`src/rtl/bus_rr_arbiter_if.sv`:
```
// Request/grant bundle between the four bus masters and the round-robin arbiter.
// All req_/grnt_ lines are active-low; owner/preempt are status for the bus top.
interface bus_rr_arbiter_if;
    logic       m0_req_;
    logic       m1_req_;
    logic       m2_req_;
    logic       m3_req_;
    logic       m0_grnt_;
    logic       m1_grnt_;
    logic       m2_grnt_;
    logic       m3_grnt_;
    logic [1:0] owner;
    logic       preempt;

    // Master side: raises requests, observes grants
    modport master (
        output m0_req_, m1_req_, m2_req_, m3_req_,
        input  m0_grnt_, m1_grnt_, m2_grnt_, m3_grnt_, owner, preempt
    );

    // Arbiter side: samples requests, drives grants
    modport slave (
        input  m0_req_, m1_req_, m2_req_, m3_req_,
        output m0_grnt_, m1_grnt_, m2_grnt_, m3_grnt_, owner, preempt
    );
endinterface

```
`src/rtl/bus_rr_arbiter.sv`:
```
// Four-master round-robin bus arbiter with bounded-tenure preemption.
// The owner register alone decides the grant lines, so exactly one grant is
// low in every cycle and the bus parks with the last owner when idle.
module bus_rr_arbiter #(
    parameter int HOLD_W   = 8,
    parameter int MAX_HOLD = 16
) (
    input  logic             clk,
    input  logic             reset_,
    bus_rr_arbiter_if.slave  bus
);

    // Compare value for the tenure counter; unused when preemption is off
    localparam int unsigned           LIM      = (MAX_HOLD == 0) ? 0 : MAX_HOLD - 1;
    localparam logic [HOLD_W-1:0]     HOLD_LIM = LIM[HOLD_W-1:0];
    localparam logic [HOLD_W-1:0]     HOLD_MAX = {HOLD_W{1'b1}};

    logic [1:0]        owner_q, owner_n;
    logic [HOLD_W-1:0] hold_cnt, hold_n;
    logic              preempt_r, preempt_n;

    logic [3:0]        req;
    logic [3:0]        grnt_n;
    logic [1:0]        scan_idx;
    logic [1:0]        cand;
    logic              scan_hit;
    logic              own_req;
    logic              contention;
    logic              preempt_hit;

    // Active-high view of the requests
    assign req = ~{bus.m3_req_, bus.m2_req_, bus.m1_req_, bus.m0_req_};

    // Find the first other requester starting after the owner, wrapping
    always_comb begin
        scan_idx = owner_q;
        scan_hit = 1'b0;
        cand     = owner_q;
        for (int k = 1; k < 4; k++) begin
            cand = owner_q + 2'(k);
            if (!scan_hit && req[cand]) begin
                scan_idx = cand;
                scan_hit = 1'b1;
            end
        end
    end

    assign own_req     = req[owner_q];
    assign contention  = own_req && scan_hit;
    assign preempt_hit = (MAX_HOLD != 0) && contention && (hold_cnt == HOLD_LIM);

    // Next owner, tenure count and preempt pulse
    always_comb begin
        owner_n   = owner_q;
        hold_n    = '0;
        preempt_n = 1'b0;
        if (!own_req && scan_hit) begin
            // voluntary release wins over any preempt condition
            owner_n = scan_idx;
        end else if (preempt_hit) begin
            owner_n   = scan_idx;
            preempt_n = 1'b1;
        end else if (contention) begin
            hold_n = (hold_cnt == HOLD_MAX) ? hold_cnt : hold_cnt + 1'b1;
        end
    end

    // State registers; master 0 parks on the bus out of reset
    always_ff @(posedge clk or negedge reset_) begin
        if (!reset_) begin
            owner_q   <= 2'd0;
            hold_cnt  <= '0;
            preempt_r <= 1'b0;
        end else begin
            owner_q   <= owner_n;
            hold_cnt  <= hold_n;
            preempt_r <= preempt_n;
        end
    end

    // One-hot-low grant decode from the owner register only
    assign grnt_n       = ~(4'b0001 << owner_q);
    assign bus.m0_grnt_ = grnt_n[0];
    assign bus.m1_grnt_ = grnt_n[1];
    assign bus.m2_grnt_ = grnt_n[2];
    assign bus.m3_grnt_ = grnt_n[3];
    assign bus.owner    = owner_q;
    assign bus.preempt  = preempt_r;

endmodule

```
`src/flat_wrapper.sv`:
```
// flat-port wrapper written by rule: the top's interface ports become plain ports
module bus_rr_arbiter_flat 
#(
    parameter int HOLD_W   = 8,
    parameter int MAX_HOLD = 16
)
  (clk, reset_, bus_m0_req_, bus_m1_req_, bus_m2_req_, bus_m3_req_, bus_m0_grnt_, bus_m1_grnt_, bus_m2_grnt_, bus_m3_grnt_, bus_owner, bus_preempt);
  bus_rr_arbiter_if bus_i ();
  input  logic clk;
  input  logic reset_;
  input wire logic [$bits(bus_i.m0_req_)-1:0] bus_m0_req_;
  input wire logic [$bits(bus_i.m1_req_)-1:0] bus_m1_req_;
  input wire logic [$bits(bus_i.m2_req_)-1:0] bus_m2_req_;
  input wire logic [$bits(bus_i.m3_req_)-1:0] bus_m3_req_;
  output wire logic [$bits(bus_i.m0_grnt_)-1:0] bus_m0_grnt_;
  output wire logic [$bits(bus_i.m1_grnt_)-1:0] bus_m1_grnt_;
  output wire logic [$bits(bus_i.m2_grnt_)-1:0] bus_m2_grnt_;
  output wire logic [$bits(bus_i.m3_grnt_)-1:0] bus_m3_grnt_;
  output wire logic [$bits(bus_i.owner)-1:0] bus_owner;
  output wire logic [$bits(bus_i.preempt)-1:0] bus_preempt;
  assign bus_i.m0_req_ = bus_m0_req_;
  assign bus_i.m1_req_ = bus_m1_req_;
  assign bus_i.m2_req_ = bus_m2_req_;
  assign bus_i.m3_req_ = bus_m3_req_;
  assign bus_m0_grnt_ = bus_i.m0_grnt_;
  assign bus_m1_grnt_ = bus_i.m1_grnt_;
  assign bus_m2_grnt_ = bus_i.m2_grnt_;
  assign bus_m3_grnt_ = bus_i.m3_grnt_;
  assign bus_owner = bus_i.owner;
  assign bus_preempt = bus_i.preempt;
  bus_rr_arbiter #(.HOLD_W(HOLD_W), .MAX_HOLD(MAX_HOLD)) u_core (.clk(clk), .reset_(reset_), .bus(bus_i));
endmodule
```
`config.mk`:
```
export PLATFORM = sky130hd
export DESIGN_NAME = bus_rr_arbiter_flat
export DESIGN_NICKNAME = d
export VERILOG_FILES = /design/src/rtl/bus_rr_arbiter_if.sv /design/src/rtl/bus_rr_arbiter.sv /design/src/flat_wrapper.sv
export SDC_FILE = /design/constraint.sdc
export NUM_CORES = 1
export LEC_CHECK = 0
export BUFFER_PORTS_ARGS = -buffer_cell sky130_fd_sc_hd__buf_2
export CAP_MARGIN = 40
export CORE_UTILIZATION = 50
export CTS_BUF_LIST = sky130_fd_sc_hd__clkbuf_16
export DETAILED_ROUTE_END_ITERATION = 8
export PLACE_DENSITY = 0.72
export SLEW_MARGIN = 20
export SYNTH_ARGS = -nofsm -noshare
export SYNTH_HDL_FRONTEND = slang
export SYNTH_SLANG_ARGS = --single-unit
```
`constraint.sdc`:
```
create_clock -name clk -period 5.4 [get_ports clk]
set_input_delay 0.27 -clock clk [delete_from_list [all_inputs] [get_ports clk]]
set_output_delay 0.27 -clock clk [all_outputs]
set_load 0.02 [all_outputs]
```
# ---- Word-level counts from Yosys, hierarchy flattened
# Index checks and enable logic that the tools add are counted.
dict set report word_totals {
  reg_bits 11
  in_bits 6
  out_inout_bits 7
  wordCells 48
}
dict set report op_classes {
  addsub 4
  order_cmp 4
  n_eq_ne 3
  shifts 1
  n_mux 22
  bitwise_logic 2
  n_reduce_logical 9
}
# cell n
set ops {}
lappend ops {{$mux W8} 4}
lappend ops {{$lt A2 B3 Y1 const B} 4}
lappend ops {{$mux W2} 5}
lappend ops {{$mux W1} 9}
lappend ops {{$add A8 B1 Y8 const B} 1}
lappend ops {{$bmux W1 S2} 4}
lappend ops {{$eq A8 B4 Y1 const B} 1}
lappend ops {{$eq A8 B8 Y1 const B} 1}
lappend ops {{$not A4 Y4} 2}
lappend ops {{$logic_and A1 B1 Y1} 5}
lappend ops {{$add A2 B2 Y2 const B} 2}
lappend ops {{$ne A4 B4 Y1 const B} 1}
lappend ops {{$shl A1 B2 Y4 const A} 1}
lappend ops {{$logic_not A1 Y1} 3}
lappend ops {{$add A2 B1 Y2 const B} 1}
lappend ops {{$reduce_bool A2 Y1} 1}

# ---- Longest topological paths before layout
dict set report depth {
  word_depth 14
  depth_mapped 6
  ltp_nobuf 6
}

# ---- Worst setup path after synthesis
# OpenSTA, ideal clock, no wires.
dict set report synth_path {
  kind {reg2reg}
  from {register u_core.owner_q[0] (netlist: u_core.bus.owner[0])}
  to {register u_core.hold_cnt[5]}
  setup_time_ns 0.132
  arrival_time_ns 2.029
  required_time_ns 5.268
  setup_slack_ns 3.239
  path_stages_with_launch 7
  path_buffers 1
  path_cell_list {dfrtp_1 > buf_6 > mux4_2 > a2111oi_4 > nor3b_1 > xnor2_1 > nor2_1}
}
dict set report synth_between {
  elab_chain_len 14
}
# item line
set synth_rtl {}
lappend synth_rtl {{start, declared} bus_rr_arbiter.sv:18} ;# logic [1:0] owner_q, owner_n;
lappend synth_rtl {{start signal, assigned} bus_rr_arbiter.sv:75} ;# owner_q <= owner_n;
lappend synth_rtl {{$add A2 B1 Y2} bus_rr_arbiter.sv:40} ;# cand = owner_q + 2'(k);
lappend synth_rtl {{$bmux W1 S2} bus_rr_arbiter.sv:41} ;# if (!scan_hit && req[cand]) begin
lappend synth_rtl {{$mux W1 (not written as such)} bus_rr_arbiter.sv:41}
lappend synth_rtl {{$mux W1} bus_rr_arbiter.sv:41}
lappend synth_rtl {{$logic_not A1 Y1} bus_rr_arbiter.sv:41}
lappend synth_rtl {{$logic_and A1 B1 Y1} bus_rr_arbiter.sv:41}
lappend synth_rtl {{$mux W1} bus_rr_arbiter.sv:41}
lappend synth_rtl {{$logic_not A1 Y1} bus_rr_arbiter.sv:41}
lappend synth_rtl {{$logic_and A1 B1 Y1} bus_rr_arbiter.sv:41}
lappend synth_rtl {{$mux W1} bus_rr_arbiter.sv:41}
lappend synth_rtl {{$logic_and A1 B1 Y1} bus_rr_arbiter.sv:49} ;# assign contention = own_req && scan_hit;
lappend synth_rtl {{$mux W8 / $logic_and A1 B1 Y1 (equally long branches)} {bus_rr_arbiter.sv:63, bus_rr_arbiter.sv:50}}
lappend synth_rtl {{$mux W8} bus_rr_arbiter.sv:60} ;# end else if (preempt_hit) begin
lappend synth_rtl {{$mux W8} bus_rr_arbiter.sv:57} ;# if (!own_req && scan_hit) begin
lappend synth_rtl {{end signal, assigned} bus_rr_arbiter.sv:76} ;# hold_cnt <= hold_n;
lappend synth_rtl {{end, declared} bus_rr_arbiter.sv:19} ;# logic [HOLD_W-1:0] hold_cnt, hold_n;
# Several ways; a longest one is shown, not always the timed one. The select of a mux whose other input is x is not followed.
# A chain may end at the register's enable or synchronous reset.

# ---- Worst setup path in the final report
# Ends and elaborated chain as after synthesis.

==> flow_metrics.py <==
metrics = {
    "sta": {
        "rsz_0062_raised_after_global_routing": "false",
        "min_period_ns": 2.26,
        "worst_skew_ns": 0.00129,
        "timing.fmax_ghz": 0.442,
        "worst_slew_margin_rel_pct": 62.7,
        "finalSetupViolations": 0,
        "finalCritPeriodShare_pct": 41.9,
        "tightestPinTransition_ns": 0.560,
        "slew_viol_final": 0,
        "final_sum_of_negative_setup_slack_ns": 0,
        "timing.hold.ws_ns": 0.428,
        "report.final.hold_viol_count": 0,
    },
    "clocking": {
        "cts-buffers-inserted": 3,
        "clkSinkCount": 11,
        "cts_root_buffer": "clkbuf_16",
        "clk_pin_slew_worst_paths_ns": 0.04,
        "number_of_h_tree_branching_levels": 1,
        "post-cts-setup-buffers": 0,
        "worstSkewPairLatency_ns": 0.24,
        "clock_tree_from_tritoncts": "done",
        "ctsLongestPathBuffers": 2,
        "postCtsResizedCells": 0,
    },
    "synthesis": {
        "ys_seq_elements": 11,
        "warnings_from_yosys": 0,
        "synthDominantCellAreaShare_pct": 32.7,
        "ys_top_cells_by_count": "12 x nor2_1, 11 x dfrtp_1, 7 x inv_1",
        "synth.lib_cells_used.distinct": 36,
        "top_count_cell_post_synth": "nor2_1",
        "synth_top_flop_cell": "dfrtp_1",
        "synthesis.nets": 102,
        "synth.area.top_cells": "dfrtp_1 33%, ha_1 7.4%, nor2_1 5.4%, xnor2_1 4.2%, mux2i_1 3.6%",
        "synth_cells": 91,
        "postSynthAreaPerCell_um2": 9.24,
        "synth_enable_flop_cells": 0,
        "synthesis.area_um2": 841,
        "yosys.area.top_type": "dfrtp_1",
        "ys_async_sr_fraction_pct": 100,
        "synth_sequential_area_ratio_pct": 32.7,
    },
    "setup_path": {
        "critPathKind": "flop to flop",
        "timing.critical_path.fanout_max": 12,
        "timing.critical_path.required_ns": 5.51,
        "worstSetupEndpointType": "flop",
        "ff2ff_path_depth": 5,
        "reg2reg_to": "u_core.hold_cnt[5]",
        "cp-start-kind": "flop",
        "timing.rr.start": "u_core.bus.owner[0]",
        "worst-r2r-setup-slack_ns": 3.14,
        "worst_ep_arrival_time_ns": 2.37,
    },
    "die": {
        "die_width_um": 43.0,
        "floorplan.initialDensity_pct": 54.5,
        "fp.coreArea_um2": 1540,
        "design.die.area_um2": 1850,
        "num_io_pins": 13,
        "die_h_um": 43.0,
        "num_rows": 14,
    },
    "drt": {
        "wirelength_met1_um": 666,
        "met3_length_um": 70,
        "route.detailed.wl_per_inst_um": 12.7,
        "vias_per_cell": 5.75,
        "drtPass1Iterations": 4,
        "met2_length_um": 732,
        "ant_nets": 0,
        "dr.max_layer_used": "met4",
        "number_of_drc_violations_after_detailed_routing_iteration_0": 11,
        "routed_wirelength_um": 1500,
        "route.detailed.drc": 0,
        "vias": 679,
    },
    "final_layout": {
        "final_nets": 114,
        "drive_above_1_share_pct": 22.5,
        "num-fill-cells": 136,
        "antennaDiodeCount": 0,
        "final_area_um2": 975,
        "area_growth_syn_to_layout_pct": 15.9,
        "final_core_util_pct": 63.2,
    },
    "power_and_ir_drop": {
        "power-per-cell-area_nw_per_um2": 488,
        "power.static_leakage_nw": 0.431,
        "vdd_drop_max_mv": 0.317,
        "power_mw": 0.475,
    },
    "grt": {
        "grt_pass1_vias": 628,
        "grt_max_degree": 13,
        "antenna_found_initial": 0,
        "track_usage_pct": 19.5,
        "wire_length_of_the_first_global_routing_pass_um": 2650,
        "grt-ovfl-total": 0,
    },
    "flow_run": {
        "timing.max_cap.violations": 0,
    },
    "placed_design": {
        "dp_hpwl_um": 1080,
        "detailed_place.area_um2": 886,
        "io_buffer_count": 12,
        "gp_congestion": 0.836,
    },
    "hold_path": {
        "hold_path_class": "input pin to async pin",
    },
    "outcome": {
        "status": "finished, final reports clean",
    },
}
## final cells by class
type                       instances  area, um2  area share [%]
clock inverter                     1       3.75           0.385
sequential                        11        275            28.2
clock buffer                       3       75.1            7.70
timing repair buffer              13       70.1            7.19
tap                               16       20.0            2.05
multi-input combinational         67        504            51.7
inverter                           7       26.3            2.70
## how the worst max path moves through the flow
stage	from	to	slack [ns]	cells past startpoint
detailed placement	u_core.bus.owner[0]	u_core.hold_cnt[5]	3.16	5
global route	u_core.bus.owner[0]	u_core.hold_cnt[5]	2.94	5
finish	u_core.bus.owner[0]	u_core.hold_cnt[5]	3.14	5
global placement	u_core.bus.owner[0]	u_core.hold_cnt[5]	3.19	5
CTS	u_core.bus.owner[0]	u_core.hold_cnt[5]	3.12	5
floorplan	u_core.bus.owner[0]	u_core.hold_cnt[5]	3.24	6
## repair_timing
item / CTS / global route
setup endpoints to repair: 0 / 0
hold buffers: 1 / 0
endpoints found under the hold margin: 11 / 0
## sequential cells by signal, indices dropped and copies added, names as in the netlist
register and cells:
u_core.hold_cnt 8, u_core.bus.owner 2, u_core.bus.preempt 1
## worst max-delay path, cell delays in order (launching register included)
cell and delay, ns:
dfrtp_1 0.59, mux4_2 0.63, a2111oi_4 0.56, nor3b_1 0.14, xnor2_1 0.16, nor2_1 0.05
## logic make-up (layout without fill, tap and decap cells)
| family | after synthesis | count (layout) | synth area share, % |
|---|---|---|---|
| AND/OR/NAND/NOR | 34 | 34 | 20.8 |
| AO/OA/AOI/OAI | 18 | 18 | 18.9 |
| buffers and inverters | 13 | 24 | 7.29 |
| flip-flops | 11 | 11 | 32.7 |
| adder cells (fa/ha/maj) | 5 | 5 | 7.44 |
| XOR/XNOR | 5 | 5 | 5.21 |
| multiplexers | 5 | 5 | 7.59 |
## metal layers
metal  vias to the layer above  track usage [%]
li1                        342                -
met1                       319             22.4
met2                        13             30.9
met3                         5             5.96
met4                         0             12.7
met5                         -                0
## cell usage in the layout (no fill, tap or decap), drive strengths merged, types with 4 or more instances in the layout
master | netlist | layout
inv | 7 | 8
dfrtp | 11 | 11
o21ai | 4 | 4
nand2 | 5 | 5
xnor2 | 4 | 4
nor2 | 13 | 13
nand3 | 5 | 5
buf | 5 | 12
ha | 5 | 5
## power breakdown
| part | leakage, nW | switching [mW] | internal, mW |
|---|---|---|---|
| clock network | 0.0423 | 0.0357 | 0.0971 |
| logic | 0.241 | 0.119 | 0.0916 |
| registers | 0.148 | 0.0336 | 0.0985 |
## stage by stage
step                      setup WS [ns]  instances
after CTS                          3.12        118
final                              3.14        118
after detailed placement           3.16        113
after global placement             3.19        113
after global routing               2.94        118
after floorplan                    3.24         91
Note: power is estimated with default switching activity, not from simulation.
